[config.mk]
export PLATFORM = sky130hd
export DESIGN_NAME = router_reg_param_flat
export DESIGN_NICKNAME = d
export VERILOG_FILES = /design/src/rtl/router_reg_param_if.sv /design/src/rtl/router_reg_param.sv /design/src/flat_wrapper.sv
export SDC_FILE = /design/constraint.sdc
export NUM_CORES = 1
export LEC_CHECK = 0
export ABC_CLOCK_PERIOD_IN_PS = 1700
export CELL_PAD_IN_SITES_DETAIL_PLACEMENT = 0
export CELL_PAD_IN_SITES_GLOBAL_PLACEMENT = 2
export CORE_MARGIN = 5
export CORE_UTILIZATION = 35
export DETAILED_ROUTE_END_ITERATION = 16
export GPL_TIMING_DRIVEN = 0
export PLACE_DENSITY_LB_ADDON = 0.08
export REMOVE_ABC_BUFFERS = 1
export SLEW_MARGIN = 20
export SYNTH_ARGS = -nofsm -noshare
export SYNTH_HDL_FRONTEND = slang
export SYNTH_SLANG_ARGS = --single-unit
[constraint.sdc]
create_clock -name clock -period 1.7 [get_ports clock]
set_input_delay 0.34 -clock clock [delete_from_list [all_inputs] [get_ports clock]]
set_output_delay 0.34 -clock clock [all_outputs]
set_load 0.05 [all_outputs]
[src/rtl/router_reg_param_if.sv]
// Bundle of control, data and status signals between the router FSM,
// the input source and the register stage.
//   master : the FSM/source side; it drives pkt_valid, data_in, fifo_full,
//            the state strobes and rst_int_reg, and reads the status.
//   slave  : the register stage; it reads the controls and drives dout,
//            parity_done, low_pkt_valid, err, err_code and pay_cnt.
interface router_reg_param_if #(
    parameter int WIDTH     = 8,
    parameter int ADDR_BITS = 2
);
    logic                       pkt_valid;
    logic [WIDTH-1:0]           data_in;
    logic                       fifo_full;
    logic                       detect_add;
    logic                       lfd_state;
    logic                       ld_state;
    logic                       laf_state;
    logic                       full_state;
    logic                       rst_int_reg;
    logic [WIDTH-1:0]           dout;
    logic                       parity_done;
    logic                       low_pkt_valid;
    logic                       err;
    logic [1:0]                 err_code;
    logic [WIDTH-ADDR_BITS-1:0] pay_cnt;

    modport master (
        output pkt_valid, data_in, fifo_full, detect_add, lfd_state,
               ld_state, laf_state, full_state, rst_int_reg,
        input  dout, parity_done, low_pkt_valid, err, err_code, pay_cnt
    );

    modport slave (
        input  pkt_valid, data_in, fifo_full, detect_add, lfd_state,
               ld_state, laf_state, full_state, rst_int_reg,
        output dout, parity_done, low_pkt_valid, err, err_code, pay_cnt
    );
endinterface

[src/rtl/router_reg_param.sv]
// Router register stage between the router FSM and the destination FIFOs.
// Latches the header, steers header/payload/held byte onto dout, keeps a
// byte captured while the FIFO is full, accumulates a check value (XOR
// parity or additive checksum), and after the check byte is delivered
// compares both the check byte and the declared payload length, reporting
// a sticky typed error.
// Ports:
//   clock  : rising-edge clock
//   resetn : asynchronous reset, active high (1 resets)
//   bus    : slave side of router_reg_param_if (controls in, status out)
module router_reg_param #(
    parameter int WIDTH       = 8,
    parameter int ADDR_BITS   = 2,
    parameter int PARITY_MODE = 0
) (
    input  logic               clock,
    input  logic               resetn,
    router_reg_param_if.slave  bus
);
    localparam int LW = WIDTH - ADDR_BITS;

    logic [WIDTH-1:0] hdr_reg;
    logic [WIDTH-1:0] full_reg;
    logic [WIDTH-1:0] int_chk;
    logic [WIDTH-1:0] pkt_chk;
    logic             checked;

    logic [WIDTH-1:0] chk_next;
    logic [1:0]       code_next;

    always_comb begin
        chk_next = int_chk ^ bus.data_in;
        if (PARITY_MODE == 1) begin
            chk_next = int_chk + bus.data_in;
        end
        code_next = {(bus.pay_cnt != hdr_reg[WIDTH-1:ADDR_BITS]),
                     (pkt_chk != int_chk)};
    end

    // Data path: header latch, output byte steering, held byte.
    always_ff @(posedge clock or posedge resetn) begin
        if (resetn) begin
            hdr_reg  <= '0;
            full_reg <= '0;
            bus.dout <= '0;
        end else if (bus.detect_add) begin
            if (bus.pkt_valid) begin
                hdr_reg <= bus.data_in;
            end
        end else if (bus.lfd_state) begin
            bus.dout <= hdr_reg;
        end else if (bus.ld_state) begin
            if (bus.fifo_full) begin
                full_reg <= bus.data_in;
            end else begin
                bus.dout <= bus.data_in;
            end
        end else if (bus.laf_state) begin
            bus.dout <= full_reg;
        end
    end

    // Check path. Only ld_state accumulates and counts, so a byte replayed
    // from full_reg in laf_state is never folded in twice. The compare runs
    // once, the cycle after parity_done is first seen, independent of the
    // state strobes (except detect_add, which restarts the packet).
    always_ff @(posedge clock or posedge resetn) begin
        if (resetn) begin
            int_chk         <= '0;
            pkt_chk         <= '0;
            checked         <= 1'b0;
            bus.pay_cnt     <= '0;
            bus.parity_done <= 1'b0;
            bus.err         <= 1'b0;
            bus.err_code    <= '0;
        end else if (bus.detect_add) begin
            int_chk         <= '0;
            checked         <= 1'b0;
            bus.pay_cnt     <= '0;
            bus.parity_done <= 1'b0;
            bus.err         <= 1'b0;
            bus.err_code    <= '0;
        end else begin
            if (bus.lfd_state) begin
                int_chk <= hdr_reg;
            end else if (bus.ld_state) begin
                if (bus.pkt_valid) begin
                    int_chk <= chk_next;
                    if (bus.pay_cnt != '1) begin
                        bus.pay_cnt <= bus.pay_cnt + LW'(1);
                    end
                end else begin
                    pkt_chk <= bus.data_in;
                    if (!bus.fifo_full) begin
                        bus.parity_done <= 1'b1;
                    end
                end
            end else if (bus.laf_state) begin
                if (bus.low_pkt_valid && !bus.parity_done) begin
                    bus.parity_done <= 1'b1;
                end
            end

            if (bus.parity_done && !checked) begin
                bus.err_code <= code_next;
                bus.err      <= |code_next;
                checked      <= 1'b1;
            end
        end
    end

    // End-of-packet flag; the clear request wins over a new check byte.
    always_ff @(posedge clock or posedge resetn) begin
        if (resetn) begin
            bus.low_pkt_valid <= 1'b0;
        end else if (bus.rst_int_reg) begin
            bus.low_pkt_valid <= 1'b0;
        end else if (!bus.detect_add && !bus.lfd_state && bus.ld_state &&
                     !bus.pkt_valid) begin
            bus.low_pkt_valid <= 1'b1;
        end else if (bus.full_state) begin
            // Stalled on a full FIFO: the flag holds while the byte waits.
            bus.low_pkt_valid <= bus.low_pkt_valid;
        end
    end
endmodule
[src/flat_wrapper.sv]
// flat-port wrapper written by rule: the top's interface ports become plain ports
module router_reg_param_flat 
#(
    parameter int WIDTH       = 8,
    parameter int ADDR_BITS   = 2,
    parameter int PARITY_MODE = 0
)
  (clock, resetn, bus_pkt_valid, bus_data_in, bus_fifo_full, bus_detect_add, bus_lfd_state, bus_ld_state, bus_laf_state, bus_full_state, bus_rst_int_reg, bus_dout, bus_parity_done, bus_low_pkt_valid, bus_err, bus_err_code, bus_pay_cnt);
  router_reg_param_if #(.WIDTH(WIDTH), .ADDR_BITS(ADDR_BITS)) bus_i ();
  input  logic clock;
  input  logic resetn;
  input wire logic [$bits(bus_i.pkt_valid)-1:0] bus_pkt_valid;
  input wire logic [$bits(bus_i.data_in)-1:0] bus_data_in;
  input wire logic [$bits(bus_i.fifo_full)-1:0] bus_fifo_full;
  input wire logic [$bits(bus_i.detect_add)-1:0] bus_detect_add;
  input wire logic [$bits(bus_i.lfd_state)-1:0] bus_lfd_state;
  input wire logic [$bits(bus_i.ld_state)-1:0] bus_ld_state;
  input wire logic [$bits(bus_i.laf_state)-1:0] bus_laf_state;
  input wire logic [$bits(bus_i.full_state)-1:0] bus_full_state;
  input wire logic [$bits(bus_i.rst_int_reg)-1:0] bus_rst_int_reg;
  output wire logic [$bits(bus_i.dout)-1:0] bus_dout;
  output wire logic [$bits(bus_i.parity_done)-1:0] bus_parity_done;
  output wire logic [$bits(bus_i.low_pkt_valid)-1:0] bus_low_pkt_valid;
  output wire logic [$bits(bus_i.err)-1:0] bus_err;
  output wire logic [$bits(bus_i.err_code)-1:0] bus_err_code;
  output wire logic [$bits(bus_i.pay_cnt)-1:0] bus_pay_cnt;
  assign bus_i.pkt_valid = bus_pkt_valid;
  assign bus_i.data_in = bus_data_in;
  assign bus_i.fifo_full = bus_fifo_full;
  assign bus_i.detect_add = bus_detect_add;
  assign bus_i.lfd_state = bus_lfd_state;
  assign bus_i.ld_state = bus_ld_state;
  assign bus_i.laf_state = bus_laf_state;
  assign bus_i.full_state = bus_full_state;
  assign bus_i.rst_int_reg = bus_rst_int_reg;
  assign bus_dout = bus_i.dout;
  assign bus_parity_done = bus_i.parity_done;
  assign bus_low_pkt_valid = bus_i.low_pkt_valid;
  assign bus_err = bus_i.err;
  assign bus_err_code = bus_i.err_code;
  assign bus_pay_cnt = bus_i.pay_cnt;
  router_reg_param #(.WIDTH(WIDTH), .ADDR_BITS(ADDR_BITS), .PARITY_MODE(PARITY_MODE)) u_core (.clock(clock), .resetn(resetn), .bus(bus_i));
endmodule
Word level (Yosys, flattened, before mapping)
Cells that the tools add are included.
Widths: inputs -> output; s select.

operators by class
  reductions and logical operators = 28
  multiplexer cells = 28
  shift operators = 0
  div/mod/pow operators = 0
  multipliers = 0
  order comparisons = 0
  eq/ne operators = 7
  bitwise logic cells = 4
  add/sub/neg operators = 1

operators by type and width
  cell                 count
  $mux 8               8
  $mux 6               5
  $reduce_bool 3->1    5
  $mux 1               13
  $reduce_and 4->1     3
  $reduce_bool 2->1    5
  $ne 3x3->1 const B   3
  $ne 8x8->1           1
  $xor 8x8->8          1
  $add 6x1->6 const B  1
  $ne 6x6->1           1
  $ne 6x6->1 const B   1
  $logic_and 1x1->1    5
  $logic_not 1->1      5
  $reduce_and 5->1     1
  $mux 2               2
  $reduce_and 2->1     2
  $not 1->1            3
  $reduce_and 3->1     1
  $ne 2x2->1 const B   1
  $reduce_or 2->1      1

word-level totals
  memories kept = 0
  bits in registers = 52
  latch bits = 0
  output and inout port bits = 19
  word-level logic and storage cells = 79
  bits in read-only memories = 0
  RAM bits = 0
  bits of input ports = 18

Longest topological paths before layout
  depth in word-level cells = 7
  mapped depth = 6
  depth with buffers taken out = 4

Worst setup path after synthesis
OpenSTA, ideal clock, no wires.

  path type = register to register
  start = register u_core.bus.pay_cnt[0]
  end = register u_core.bus.pay_cnt[2]
  data arrival time = 1434 ps
  data required time = 1568 ps
  setup slack = 134 ps
  cell stages (with the launch flop) = 5
  setup time = 132 ps
  period minus slack after synthesis = 1566 ps
  cells stage by stage = dfrtp_1 -> ha_1 -> nor3b_1 -> xnor2_1 -> nor2_1

between the ends
  word-level cells in the longest chain between the ends = 6

RTL lines
  item                    RTL line                   RTL
  from (decl)             router_reg_param_if.sv:36  output dout, parity_done, low_pkt_valid, err, err_code, pay_cnt
  from (signal assigned)  router_reg_param.sv:90     bus.pay_cnt <= bus.pay_cnt + LW'(1);
  $add 6x1->6             router_reg_param.sv:90
  $mux 6                  router_reg_param.sv:89     if (bus.pay_cnt != '1) begin
  $mux 6                  router_reg_param.sv:87     if (bus.pkt_valid) begin
  $mux 6                  router_reg_param.sv:86     end else if (bus.ld_state) begin
  $mux 6                  router_reg_param.sv:84     if (bus.lfd_state) begin
  $mux 6                  router_reg_param.sv:76     end else if (bus.detect_add) begin

Several ways; a longest one is shown, not always the timed one. The select of a mux whose other input is x is not followed.
A chain may end at the register's enable or synchronous reset.

Worst setup path in the final report
  start = register u_core.bus.pay_cnt[3]
  end = output bus_pay_cnt[3]

RTL lines
  item       RTL line            RTL
  to (decl)  flat_wrapper.sv:26  output wire logic [$bits(bus_i.pay_cnt)-1:0] bus_pay_cnt;

No word-level cell between the ends.

==> metrics list <==
- Final-stage net count: 284
* Fraction of final layout cells with drive strength greater than 1: 18.8%
- The final count of hold timing violations is 0.
- After synthesis, the largest family of logic cells by area is simple AND/OR/NAND/NOR gates.
- Starting utilization of the core area: 35.4%
- Each instance of the synthesized netlist takes up on average 11.1 sq um.
- Wire length per cell after detailed routing: 15.6 microns
* Distinct cells, synth: 32
- Global route total overflow: 0
- For this run, global-route usage on met3 was measured as under 10%.
- Startpoint kind of the worst setup timing path: flip-flop
* Detailed router's first-iteration violation count: 55
- Max Clock Freq: 0.616 GHz
* Synth Register Bits: 52
- P&R area growth vs syn: 22.6%
- The biggest area contributor in the post-synthesis netlist is sky130_fd_sc_hd__dfrtp_1.
- Height of the die: 95.0 microns
- Headroom to the max-slew limit came out at 54.2%.
* Result of the run: finished, final reports clean
* DIE AREA: 9020 sq um
- Across the run, the number of max-cap violations was 0.
* Crit-path cells: clkdlybuf4s15_1
- After detailed routing, the number of vias per cell comes to 4.81.
- For the final database, setup skew stands at 5.26 ps.
* Clock net sink count: 52
* Cell area after technology mapping: ~2500 sq um
* Maximum number of pins on one net before global-route repair: 53
* Tightest Pin Transition: 688 ps
- The final route contains 1757 vias.
* Final GP Congestion: 0.751
* Port Buffers: 35
- Setup violations remaining at the end of the flow were counted as 0.
- Adder-cell area share of the yosys netlist: 0.495%
- For met1 alone, demand over resource in global routing was 20.1%.
* Total I/O pin count: 37
- The most used flip-flop cell after synthesis is sky130_fd_sc_hd__dfrtp_1.
* Number of routed nets with antenna violations: 0
- Xor-xnor portion of the synthesized cell area: 8.66%
* Hold Worst Slack: approximately 460 ps
- Setup slack closes at 76.4 ps.
- STA classifies the critical path endpoint as an output port.
* Gate family responsible for the most delay along the worst path: buffers and inverters
- Synth Instances: 227
- The synthesized netlist devotes 10.2% of its cell area to compound gates.
- CP max FO: 5
- GRT Resource Usage Total: 14.2%
* Largest incremental delay on the critical path: 530 ps
* Maximum clock insertion buffer count: 2
- The first TritonRoute pass finished after 4 iterations.
- Filler cell count in the final layout: 750
- Summing the sequential cell areas from Yosys gives 51.5% of the chip area.
- The total area inside the core boundary comes to 7140 sq um.
- Global-route wire length before repair: 9610 microns
- Post-detailed-placement half-perimeter wirelength: between 3000 and 4000 microns
* Leak: 1.30 nW
- The tree is rooted in a sky130_fd_sc_hd__clkbuf_8.
- By area the synthesized netlist is led by sky130_fd_sc_hd__dfrtp_1, sky130_fd_sc_hd__mux2_2, sky130_fd_sc_hd__xnor2_1, sky130_fd_sc_hd__nor2b_1, sky130_fd_sc_hd__nor2_1.
- Global routing used 21.6% of the available met2 tracks.
- At the end of the flow the core is filled with cells to 43.4%.
* Slowest cell on the critical path: sky130_fd_sc_hd__clkdlybuf4s15_1
- Of all flip-flops after synthesis, the portion carrying an async set or reset was 100%.
- Dividing total power by cell area gives a power density of 992 nW/um^2.
* Pre-CTS WS: -1100 ps
- CTS tree: yes
* Final antenna diode count: 0
* Skew-Pair Late Insertion Delay: about 310 ps
* Chip width: roughly 95 microns
- Setup repair after global routing left no endpoint under its margin.
- Summed over its instances, the top area cell type makes up 51.5% of the synthesized netlist area.
* Number of levels the H-tree was split into: 2
- Final worst-path cycle share: 95.5%
- Tmin final: 1620 ps
- The number of global-route vias before repair is 1764.
- The initial antenna violation count was 0.
* Count of yosys warnings during synthesis: 0
- In this run, post-CTS hold repair placed 0 buffers.
- Summing the areas of all and, or, nand and nor instances in the mapped netlist gives 15.9% of the synthesized area.
- By startpoint and endpoint, the worst setup path is classified as reg2out.
* DRC Markers: 0
* TritonCTS Buffers: 5
- STA puts the critical path data required time at between 1000 and 1500 ps.
- Portion of netlist area occupied by mux cells: 11.1%
- Slew Viols, Final: 0
* Data arrival, critical path: between 1000 and 1500 ps
- Across the VDD grid, the largest voltage drop is 442 uV.
- Worst min path class: in2async
- After detailed routing, the total wire length is 5710 microns.
- Yosys mapped a number of flops with a built-in enable equal to 0.
- Count of standard-cell rows: 31
- The number of buffers and inverters on the critical path is 1.
- In this run the most used layer during global routing was met2.
* Clock slew seen by the registers of the worst setup and hold paths: roughly 90 ps
logic make-up after synthesis:
kind of cell	after synthesis
DFF	52
AOI/OAI and AO/OA	36
and+or+nand+nor	76
xor gates and xnor gates	25
adders and majority gates	1
buffers and inverters	12
muxes	25
layout make-up:
type / count / area (sq um) / area share [%]
multi-input cells: 163 / 1200 / 38.7
well taps: 99 / 124 / 4.00
clock inverters: 2 / 35.0 / 1.13
repair buffers: 41 / 357 / 11.5
inverters: 2 / 10.0 / 0.323
flip-flops and latches: 52 / 1300 / 42.0
clock buffers: 6 / 72.6 / 2.34
cell usage in the layout, fill, tap and decap left out, types with 3 or more instances in the layout:
master / count
sky130_fd_sc_hd__clkbuf_2: 3
sky130_fd_sc_hd__o31ai_1: 8
sky130_fd_sc_hd__xnor2_1: 22
sky130_fd_sc_hd__a21oi_1: 3
sky130_fd_sc_hd__buf_4: 6
sky130_fd_sc_hd__mux2_2: 24
sky130_fd_sc_hd__nand2_1: 19
sky130_fd_sc_hd__o21a_1: 8
sky130_fd_sc_hd__a211oi_1: 10
sky130_fd_sc_hd__clkdlybuf4s50_1: 13
sky130_fd_sc_hd__clkbuf_8: 5
sky130_fd_sc_hd__dfrtp_1: 52
sky130_fd_sc_hd__o21ai_0: 4
sky130_fd_sc_hd__dlygate4sd2_1: 13
sky130_fd_sc_hd__nor2_1: 21
sky130_fd_sc_hd__xor2_1: 3
sky130_fd_sc_hd__nor2b_1: 20
sky130_fd_sc_hd__nand4_1: 3
worst paths after layout:
path / to / start / cells past startpoint / slack, ps
max reg2reg: u_core.bus.pay_cnt[1]$_DFFE_PP0P_ / u_core.bus.pay_cnt[0]$_DFFE_PP0P_ / 4 / 250
max: bus_pay_cnt[3] / u_core.bus.pay_cnt[3]$_DFFE_PP0P_ / 1 / 80
min in group clock: u_core.bus.dout[7]$_DFFE_PP0P_ / u_core.bus.dout[7]$_DFFE_PP0P_ / 2 / 480
max in group asynchronous: u_core.bus.dout[3]$_DFFE_PP0P_ / resetn / 2 / 760
min: u_core.bus.pay_cnt[0]$_DFFE_PP0P_ / resetn / 2 / 460
min reg2reg: u_core.bus.dout[7]$_DFFE_PP0P_ / u_core.bus.dout[7]$_DFFE_PP0P_ / 2 / 480
Yosys cell counts (all sizes together), types with 2 or more instances:
| cell | n |
|---|---|
| a211oi | 10 |
| a21oi | 3 |
| buf | 5 |
| clkbuf | 5 |
| dfrtp | 52 |
| inv | 2 |
| mux2 | 24 |
| nand2 | 19 |
| nand3 | 2 |
| nand3b | 2 |
| nand4 | 3 |
| nor2 | 21 |
| nor2b | 21 |
| o21a | 8 |
| o21ai | 4 |
| o31ai | 9 |
| xnor2 | 22 |
| xor2 | 3 |
timing repair:
action	4_1_cts	5_1_grt
resized for setup	27	11
setup buffers	5	0
pin swaps	3	0
endpoints found under the setup margin	70	7
gates cloned	0	0
power breakdown:
part           switching (mW)  total [mW]  leakage, nW  internal (mW)
sequential              0.107        1.51        0.653           1.41
combinational           0.383       0.694        0.593          0.311
clock                   0.426       0.864       0.0552          0.438
total                   0.917        3.07         1.30           2.16
through the flow:
stage | instance area [sq um] | power, mW | cells | setup TNS, ps
final | 3100 | 3.07 | 365 | 0
after global routing | 3100 | 3.24 | 365 | 0
after CTS | 3110 | 3.11 | 365 | 0
after detailed placement | 2980 | 2.27 | 352 | -46160
after global placement | 2960 | 2.26 | 351 | -118010
after floorplan | 2480 | 2.01 | 217 | -612
metal layers:
layer / routed length [microns] / share of wire (%) / up-vias
met4: 79 / 1.4 / 0
met1: 2840 / 50 / 869
li1: - / - / 857
met3: 150 / 2.6 / 7
met5: 0 / 0 / -
met2: 2640 / 46 / 24
worst register-to-register path, delay by kind of cell, from the launching register on:
family | cells | cell delay, ps
simple gates | 1 | 50
compound gates | 1 | 260
fa+ha+maj | 1 | 310
mux | 1 | 220
flops | 1 | 480
Note: power is estimated with default switching activity, not from simulation.
==> edit 1: new RTL, config.mk and constraints unchanged <==
`PARITY_MODE` is set to 0 in 2 places; all go to 1.
--- a/src/rtl/router_reg_param.sv
+++ b/src/rtl/router_reg_param.sv
@@ -13,3 +13,3 @@
     parameter int ADDR_BITS   = 2,
-    parameter int PARITY_MODE = 0
+    parameter int PARITY_MODE = 1
 ) (
--- a/src/flat_wrapper.sv
+++ b/src/flat_wrapper.sv
@@ -5,3 +5,3 @@
     parameter int ADDR_BITS   = 2,
-    parameter int PARITY_MODE = 0
+    parameter int PARITY_MODE = 1
 )
Behaviour: not the same (a bounded check fails within 10 cycles, from zero or initial values and one cycle with resetn high).
==> edit 1 against the unedited design <==
The run now ends with setup timing left; count of clock-buffer cells in the layout rose by 1; clock power fell by 13%; sequential cell count did not move; area after synthesis rose by 9.7%; first-iteration DRC count rose by 3.6%; design area rose by 9.9%; wire length rose by 15%; setup slack got worse by 0.37 ns; synthesized cell count rose by 17%; non-clock buffer count rose by 2; total power rose by 0.93%; global-route usage fell by 0.068 points.
==> edit 1: results (changes against the unedited design) <==
wirelength_um: 6560  # +15%
final-setup-viol-count: 5  # +5
synth_cells: 266  # +17%
synth_commonest_cells: "52 x dfrtp_1, 25 x nor2_1, 23 x mux2_2, 23 x nand2_1, 13 x xnor2_1"
synth_seq_area_share_pct: 46.9  # -4.6 points
vias_per_cell: 5.09  # +5.7%
path_max_fanout: 2  # -3
place_inst: 392  # +11%
vias: 2075  # +18%
grt.total_usage_pct: 14.1  # -0.068 points
status: "finished with violations"
r2r_cells: 9  # +5
dpl.hpwl_um: 4490  # +19%
netlist_top_cells_area: "dfrtp_1 47%, mux2_2 9.3%, xnor2_1 4.1%, ha_1 3.6%, nor2_1 3.4%"
fin_nets: 332  # +17%
tns_ns: -0.940  # -0.940 ns
ir_worst_vdd_mv: 0.342  # -23%
placed_cell_area_um2: 3190  # +6.8%
synth_compound_area_share_pct: 12.3  # +2.1 points
worst_slew_pin_slew_ns: 0.740  # +0.0526 ns
synth_xor_area_share_pct: 6.32  # -2.3 points
hold_class: "flop to flop"
drt_iter0_markers: 57  # +3.6%
power_leakage_nw: 1.45  # +12%
finalWorstSetupSlack_ns: -0.292  # -0.368 ns
grt_pass1_wl_um: 10800  # +13%
n_fill_cell: 782  # +4.3%
violations: "setup timing"
synth_fa_ha_area_share_pct: 4.33  # +3.8 points
synth_mux_area_share_pct: 10.8  # -0.30 points
-- edit 1: cell types whose count changed in the layout (fill, tap and decap cells not counted), moves of 5 or more --
cell,change
a21oi_1,+9
xnor2_1,-9
nor2b_1,-8
clkdlybuf4s50_1,-7
o21a_1,-7
dlygate4sd2_1,+6
o21ai_0,+6
ha_4,+5
-- edit 1: power breakdown --
part	internal [W]	total (W)	switching, W
Sequential	0.00141	0.00152	0.000116
Combinational	0.000368	0.000830	0.000462
Clock	0.000332	0.000749	0.000417
-- edit 1: critical path: stages, from the launching register on --
cell and delay [ns]:
dfrtp_1 0.39, ha_4 0.15, inv_2 0.03, fa_2 0.33, and2b_1 0.23, nor3_2 0.05, o21bai_1 0.14, a21oi_1 0.09
xor2_1 0.14, a2111oi_1 0.33
-- edit 1: timing repair --
item	4_1_cts	5_1_grt
setup endpoints to repair	70	29
hold buffers	0	0
hold endpoints to repair	0	0
pin swaps	11	2
buffers inserted	7	2
cloned	0	0
resized for setup	52	15
-- edit 1: worst min-delay path by stage --
| stage | start | end | slack [ns] | depth (start not counted) |
|---|---|---|---|---|
| final | u_core.bus.err_code[0] | u_core.bus.err_code[0] | 0.48 | 2 |
| after global routing | bus_detect_add | u_core.bus.pay_cnt[0] | 0.49 | 2 |
| after CTS | u_core.bus.err_code[0] | u_core.bus.err_code[0] | 0.49 | 2 |
| after detailed placement | u_core.bus.err_code[0] | u_core.bus.err_code[0] | 0.47 | 2 |
| after global placement | u_core.bus.dout[3] | u_core.bus.dout[3] | 0.46 | 2 |
| after floorplan | bus_detect_add | u_core.bus.pay_cnt[5] | 0.40 | 1 |
-- edit 1: layout make-up --
| cell class | count | area [um2] | share of cell area [%] |
|---|---|---|---|
| sequential | 52 | 1300 | 38.2 |
| clock inverter | 1 | 7.51 | 0.221 |
| clock buffer | 7 | 86.3 | 2.54 |
| multi-input combinational | 197 | 1490 | 43.7 |
| tap | 102 | 128 | 3.75 |
| inverter | 6 | 25.0 | 0.735 |
| timing repair buffer | 43 | 368 | 10.8 |
-- edit 1: logic make-up (layout without fill, tap and decap cells) --
group / count (synthesis) / after routing
fa+ha+maj: 9 / 9
compound gates: 51 / 51
flops: 52 / 52
xor+xnor: 20 / 20
buf+inv: 17 / 57
simple gates: 90 / 90
mux: 27 / 27
-- edit 1: metrics by stage --
stage                     utilization (%)  setup slack (ns)
after detailed placement             41.2             -1.26
after global placement               41.2             -1.59
after CTS                            43.8            -0.320
final                                44.0            -0.292
after floorplan                         -            -0.363
after global routing                 44.0            -0.383
-- edit 1: layer usage --
metal / share of wire, % / track usage [%]
met1: 49 / 18.9
met2: 47 / 23.4
met3: 2.9 / 2.90
met4: 0.96 / 3.47
met5: 0 / 0
==> edit 2: new RTL, config.mk and constraints unchanged <==
Without the edit above. Reset style: synchronous (`resetn`), changed in 3 clocked blocks. Comments in the files are not updated.
--- a/src/rtl/router_reg_param.sv
+++ b/src/rtl/router_reg_param.sv
@@ -40,3 +40,3 @@
     // Data path: header latch, output byte steering, held byte.
-    always_ff @(posedge clock or posedge resetn) begin
+    always_ff @(posedge clock) begin
         if (resetn) begin
@@ -66,3 +66,3 @@
     // state strobes (except detect_add, which restarts the packet).
-    always_ff @(posedge clock or posedge resetn) begin
+    always_ff @(posedge clock) begin
         if (resetn) begin
@@ -112,3 +112,3 @@
     // End-of-packet flag; the clear request wins over a new check byte.
-    always_ff @(posedge clock or posedge resetn) begin
+    always_ff @(posedge clock) begin
         if (resetn) begin
Formal check against the unedited RTL: differs if resetn is asserted again (counterexample within 4 cycles, from zero or initial values and one cycle with resetn high); with resetn held inactive, the same outputs for 4 cycles.
==> edit 2 against the unedited design <==
Area after synthesis shrank 6.3%; clock skew is 0.00070 ns higher; maximum frequency decreased by 0.53%; wire length grew 4.3%; setup slack got worse by 0.0087 ns; core utilization shrank 0.49 points; global-route usage is 0.85 points higher; non-clock buffer count fell by 4; sequential cell count stayed put; design area is 7.4% lower; critical path type unchanged.
Power is not compared: it rests on default switching activity, and its combinational part moved more than twofold at a synthesized area within 25%.
==> edit 2: results (changes against the unedited design) <==
status: "completed"
reg2reg_to: "u_core.bus.pay_cnt[1]"
grt_pass1_vias: 1946  # +10%
place_congestion: 0.791  # +5.3%
drt_iter0_markers: 64  # +16%
synth_seq_area_share_pct: 44.0  # -7.5 points
ys_types: 33  # +3.1%
r2r_cells: 5  # +1
instances_no_fill: 385  # +5.5%
bufAreaShareNonClock_pct: 11.4  # -0.12 points
avgSynthCellArea_um2: 8.58  # -23%
grt_pass1_wl_um: 10100  # +5.0%
path_max_fanout: 6  # +1
postCtsSetupRepairBufs: 1  # -4
die_w_um: 92.2  # -2.9%
dr_wl_met2_um: 2600  # -1.4%
finalHoldWorstSlack_ns: 0.453  # -0.00956 ns
worst_slew_pin_slew_ns: 0.757  # +0.0696 ns
multi_input_area_share_pct: 44.6  # +5.9 points
synth_fa_ha_area_share_pct: 0.529  # +0.033 points
total_power_w: 0.00249
ctsResizeCount: 34  # +26%
vias_per_cell: 4.96  # +3.0%
place_inst: 376  # +6.8%
seq_share_pct: 36.3  # -5.7 points
drive_gt1_share_pct: 10.8  # -8.0 points
clock_area_share_pct: 4.06  # +0.58 points
netlist_top_cells_area: "dfxtp_1 44%, a21oi_1 7.8%, nand2_1 6.8%, xor2_1 5.2%, nand2b_1 5.0%"
fin_nets: 323  # +14%
preCtsSetupSlack_ns: -1.41  # -0.311 ns
r2r-start: "u_core.bus.pay_cnt[0]"
n_fill_cell: 703  # -6.3%
## edit 2: cell types whose count changed after synthesis, sizes merged, moves of 9 or more
cell,unedited run,this run
o211ai,1,10
xnor2,22,11
xor2,3,14
dfrtp,52,0
nand2b,0,19
nor2b,21,2
a21oi,3,37
a211oi,10,0
dfxtp,0,52
nand2,19,43
mux2,24,8
o31ai,9,0
## edit 2: how the worst max path moves through the flow
stage	from	endpoint	cells after the start
after floorplan	bus_lfd_state	u_core.full_reg[0]	4
after global placement	bus_lfd_state	u_core.full_reg[4]	5
after detailed placement	bus_lfd_state	u_core.bus.dout[7]	5
after CTS	bus_pkt_valid	u_core.bus.pay_cnt[5]	5
after global routing	u_core.bus.pay_cnt[4]	bus_pay_cnt[4]	1
final	u_core.bus.pay_cnt[1]	bus_pay_cnt[1]	1
